[config.mk]
export PLATFORM = sky130hd
export DESIGN_NAME = conversor_bcd_flat
export DESIGN_NICKNAME = d
export VERILOG_FILES = /design/src/rtl/conversor_bcd_if.sv /design/src/rtl/conversor_bcd.sv /design/src/flat_wrapper.sv
export SDC_FILE = /design/constraint.sdc
export NUM_CORES = 1
export LEC_CHECK = 0
export ABC_AREA = 1
export BUFFER_PORTS_ARGS = -buffer_cell sky130_fd_sc_hd__buf_2
export CORE_ASPECT_RATIO = 0.75
export CORE_MARGIN = 8
export CORE_UTILIZATION = 60
export DETAILED_ROUTE_END_ITERATION = 10
export PLACE_DENSITY = 0.83
export SLEW_MARGIN = 20
export SYNTH_ARGS = -nofsm -noshare
export SYNTH_HDL_FRONTEND = slang
export SYNTH_HIERARCHICAL = 1
export SYNTH_SLANG_ARGS = --single-unit
[constraint.sdc]
create_clock -name clk -period 2.6 [get_ports clk]
set_input_delay 0.26 -clock clk [delete_from_list [all_inputs] [get_ports clk]]
set_output_delay 0.26 -clock clk [all_outputs]
set_load 0.03 [all_outputs]
[src/rtl/conversor_bcd_if.sv]
// Handshake and data bundle between the multiplier-side requester and the
// binary-to-BCD converter.
//   start/Result/OFLOW : conversion request and captured payload (master -> slave)
//   busy/done          : conversion status (slave -> master)
//   bcd/blank/oflow_q  : displayed value, leading-zero mask, captured overflow
interface conversor_bcd_if #(
  parameter int BIT    = 4,
  parameter int DIGITS = 3
);
  logic                  start;
  logic [2*BIT-1:0]      Result;
  logic                  OFLOW;
  logic                  busy;
  logic                  done;
  logic [4*DIGITS-1:0]   bcd;
  logic [DIGITS-1:0]     blank;
  logic                  oflow_q;

  modport master (output start, Result, OFLOW,
                  input  busy, done, bcd, blank, oflow_q);
  modport slave  (input  start, Result, OFLOW,
                  output busy, done, bcd, blank, oflow_q);
endinterface

[src/rtl/conversor_bcd.sv]
// Sequential shift-and-add-3 (double dabble) binary-to-BCD converter.
// Captures a 2*BIT-bit product plus overflow flag on start, runs 2*BIT
// shift steps, then publishes packed BCD digits, a leading-zero blank mask
// and the captured overflow flag with a one-cycle done pulse.
// Ports:
//   clk  : rising-edge clock
//   rst  : synchronous active-high reset, aborts any conversion
//   bus  : conversor_bcd_if.slave (start/Result/OFLOW in; busy/done/bcd/blank/oflow_q out)

// Per-digit add-3 adjust: a digit of 5..9 becomes 8..12 so that the
// following left shift carries correctly into the next decade.
module conversor_bcd_add3 (
  input  logic [3:0] d,
  output logic [3:0] q
);
  assign q = (d >= 4'd5) ? d + 4'd3 : d;
endmodule

module conversor_bcd #(
  parameter int BIT    = 4,
  parameter int DIGITS = 3
) (
  input  logic            clk,
  input  logic            rst,
  conversor_bcd_if.slave  bus
);
  localparam int NB = 2*BIT;
  localparam int CW = $clog2(NB+1);

  generate
    if (10**DIGITS < 2**NB) begin : g_chk
      $error("conversor_bcd: DIGITS too small for 2*BIT-bit product");
    end
  endgenerate

  typedef enum logic {IDLE, SHIFT} state_t;

  state_t                  state;
  logic [NB-1:0]           bin;
  logic [DIGITS-1:0][3:0]  scr;
  logic [CW-1:0]           cnt;
  logic                    ofl_cap;

  logic [DIGITS-1:0][3:0]  adj;
  logic [DIGITS-1:0][3:0]  scr_nxt;
  logic [NB-1:0]           bin_nxt;
  logic [DIGITS-1:0]       mask_nxt;

  // Reset mask: every digit except digit 0 blanked.
  localparam logic [DIGITS-1:0] BLANK_RST = ~DIGITS'(1);

  genvar g;
  generate
    for (g = 0; g < DIGITS; g++) begin : g_dig
      conversor_bcd_add3 u_add3 (.d(scr[g]), .q(adj[g]));
    end
  endgenerate

  // One double-dabble step: adjusted scratch and binary shift left as one
  // register, binary MSB entering scratch bit 0.
  always_comb begin
    scr_nxt = {adj[DIGITS-1:0], bin[NB-1]} >> 0;
    scr_nxt = {adj, bin[NB-1]} & {(4*DIGITS){1'b1}};
    bin_nxt = {bin[NB-2:0], 1'b0};
  end

  // Leading-zero mask over the value being published; digit 0 always shown.
  always_comb begin
    logic allz;
    mask_nxt = '0;
    allz     = 1'b1;
    for (int i = DIGITS-1; i >= 1; i--) begin
      allz        = allz & (scr_nxt[i] == 4'd0);
      mask_nxt[i] = allz;
    end
  end

  always_ff @(posedge clk) begin
    if (rst) begin
      state       <= IDLE;
      bin         <= '0;
      scr         <= '0;
      cnt         <= '0;
      ofl_cap     <= 1'b0;
      bus.busy    <= 1'b0;
      bus.done    <= 1'b0;
      bus.bcd     <= '0;
      bus.blank   <= BLANK_RST;
      bus.oflow_q <= 1'b0;
    end else begin
      bus.done <= 1'b0;
      case (state)
        IDLE: begin
          if (bus.start) begin
            bin      <= bus.Result;
            scr      <= '0;
            ofl_cap  <= bus.OFLOW;
            cnt      <= CW'(NB);
            bus.busy <= 1'b1;
            state    <= SHIFT;
          end
        end
        SHIFT: begin
          scr <= scr_nxt;
          bin <= bin_nxt;
          cnt <= cnt - CW'(1);
          if (cnt == CW'(1)) begin
            bus.bcd     <= scr_nxt;
            bus.blank   <= mask_nxt;
            bus.oflow_q <= ofl_cap;
            bus.done    <= 1'b1;
            bus.busy    <= 1'b0;
            state       <= IDLE;
          end
        end
        default: state <= IDLE;
      endcase
    end
  end
endmodule

[src/flat_wrapper.sv]
// flat-port wrapper written by rule: the top's interface ports become plain ports
module conversor_bcd_flat 
#(
  parameter int BIT    = 4,
  parameter int DIGITS = 3
)
  (clk, rst, bus_start, bus_Result, bus_OFLOW, bus_busy, bus_done, bus_bcd, bus_blank, bus_oflow_q);
  conversor_bcd_if #(.BIT(BIT), .DIGITS(DIGITS)) bus_i ();
  input  logic clk;
  input  logic rst;
  input wire logic [$bits(bus_i.start)-1:0] bus_start;
  input wire logic [$bits(bus_i.Result)-1:0] bus_Result;
  input wire logic [$bits(bus_i.OFLOW)-1:0] bus_OFLOW;
  output wire logic [$bits(bus_i.busy)-1:0] bus_busy;
  output wire logic [$bits(bus_i.done)-1:0] bus_done;
  output wire logic [$bits(bus_i.bcd)-1:0] bus_bcd;
  output wire logic [$bits(bus_i.blank)-1:0] bus_blank;
  output wire logic [$bits(bus_i.oflow_q)-1:0] bus_oflow_q;
  assign bus_i.start = bus_start;
  assign bus_i.Result = bus_Result;
  assign bus_i.OFLOW = bus_OFLOW;
  assign bus_busy = bus_i.busy;
  assign bus_done = bus_i.done;
  assign bus_bcd = bus_i.bcd;
  assign bus_blank = bus_i.blank;
  assign bus_oflow_q = bus_i.oflow_q;
  conversor_bcd #(.BIT(BIT), .DIGITS(DIGITS)) u_core (.clk(clk), .rst(rst), .bus(bus_i));
endmodule
==> results.yml <==
detailed_routing:
  wl_per_cell_um: 11.9
  totalWireLength_um: 4250
  met2_wirelength_um: 1920
  antenna_violating_nets_remaining: 0
  route.vias.total: 1817
  highest_layer: "met4"
  drt_drc_violations_left: 0
  viasPerCell: 5.09
  drt_pre_antenna_iters: 4
  met3_wirelength_um: 230
  drt_first_iter_violations: 116
  routedLengthMet1_um: 2050
timing:
  rsz0062_at_grt: "false"
  timing.slew.headroom: 0.477
  fin_crit_sh: 0.599
  max_freq_mhz: 642
  min_period_ns: 1.56
  drv_slew: 0
  timing_hold_violations_final: 0
  tns_ns: 0
  post-route-worst-setup-slack_ns: 1.04
  worst_hold_slack_ns: 0.221
  timing.clock.skew_ns: 0.00434
  worst-slew-pin-transition_ns: 0.783
  setup_viol: 0
synthesis:
  syn_avg_cell_area_um2: 7.10
  syn_inst: 292
  ys_warns: 6
  synth_nets: 312
  synth.cell_area_um2: 2070
clock_tree:
  cts_made_buffers: 5
  post_cts_repair_timing_setup_buffer_count: 0
  h-tree-depth: 2
  clock_tree_from_tritoncts: "yes"
  cts_max_path_buffers: 2
  worst_setup_hold_path_clk_slew_ns: 0.07
  cts_root_buf: "clkbuf_8"
  cts.sink_count: 43
  cts.hold.buffers_added: 0
  number_of_gates_given_a_new_drive_strength_after_cts: 0
  worstSkewPairLatency_ns: 0.29
setup_path:
  timing.critical_path.max_delay_family: "simple AND/OR/NAND/NOR gates"
  crit_required_ns: 2.79
  worstPathBufferInverterCount: 1
  critical-path-slowest-cell: "dfxtp_1"
  worst_setup_path_end_kind: "register"
  timing_worst_setup_path_type: "reg -> reg"
  crit_chain: "inv_1 > ha_1 > nor2_4 > nor2_4 > a21oi_2 > nor2_1 > nand2_1 > nor2_1 > nor2_1 > nand2_1"
  critical_path.max_fanout: 5
  cp.arrival_ns: 1.75
  cp-start-kind: "register"
  crit_top_cell: "nor2_1"
  critPathMaxStageDelay_ns: 0.39
worst_hold_path:
  worstHoldPathType: "in -> reg"
power:
  total_leakage_power_uw: 0.00108
  post-layout-total-power_uw: 1220
  areal_power_density_over_the_cells_nw_per_um2: 533
  worst_ir_drop_vdd_uv: 440
place:
  gp_congestion: 0.828
  placed_area_um2: 2200
  io_buffer_count: 28
  dp_hpwl_um: 3070
  dp_slack_ns: 1.05
floorplan:
  num_rows: 18
  die_height_um: 66.9
  total_die_area_um2: 5610
  die_width_um: 83.9
  floorplan.initialDensity: 0.631
  core_region_area_um2: 3290
  design.portCount: 30
cells_and_area:
  mostFrequentLayoutCell: "nand2_1"
  final_layout_size_suffix_gt1_frac: 0.192
  flow.area_growth_from_synthesis_pct: 10.3
  nNetsFinal: 337
  final_cell_area_um2: 2290
  multi_input_area_um2: 1040
  layout.cells.most_common_list: "111 x nand2_1, 43 x dfxtp_1, 28 x buf_2"
  regArea_um2: 861
  fill_cells: 290
  num_antenna_cells: 0
status:
  status: "finished, final reports clean"
global_routing:
  grt_pass1_vias: 1700
  pin_count_of_the_biggest_net_entering_global_routing: 25
  grt_pass1_wl_um: 7310
  grt_antenna_before_repair: 0
  grt-ovfl-total: 0
  global_route.usage.total: 0.156
job:
  max-cap-violations: 0
-- per-layer routing --
metal,GRT usage,vias up
met4,0.0579,0
met3,0.0438,6
met2,0.256,41
li1,-,956
met1,0.192,814
met5,0,-
-- metrics by stage --
stage,util,cells
2_1_floorplan,-,292
3_3_place_gp,0.669,350
3_5_place_dp,0.669,350
4_1_cts,0.696,357
5_1_grt,0.696,357
6_report,0.696,357
-- power by group --
part | internal [uW] | total [uW] | switching (uW)
Sequential | 677 | 691 | 14.0
Combinational | 35.7 | 109 | 73.3
Clock | 208 | 421 | 213
-- worst min-delay path, cell delays in order --
cell     delay [ns]
buf_2          0.10
nand2_1        0.06
a21oi_1        0.05
-- worst paths after layout --
check	startpoint	to	slack (ns)	depth (start not counted)
max	u_core/scr[4]	u_core/bus.blank[2]	1.04	10
min	bus_Result[0]	u_core/bin[0]	0.22	3
max reg2reg	u_core/scr[4]	u_core/bus.blank[2]	1.04	10
min reg2reg	u_core/bus.blank[2]	u_core/bus.blank[2]	0.45	2
-- sequential cells by signal (all words and copies together), names as in the netlist --
register,cells
u_core/bus.oflow_q,1
u_core/bus.busy,1
u_core/ofl_cap,1
u_core/bus.bcd,12
u_core/bus.done,1
u_core/bus.blank,2
u_core/bin,8
u_core/scr,12
u_core/state,1
u_core/cnt,4
-- final cells by class --
type                    count  area share
repair buffers             30      0.0678
clock buffers               6      0.0361
clock inverters             1     0.00219
inverters                  26      0.0426
flip-flops and latches     43       0.376
multi-input cells         211       0.453
well taps                  40      0.0219
No activity file was read; power rests on OpenSTA's default activity.
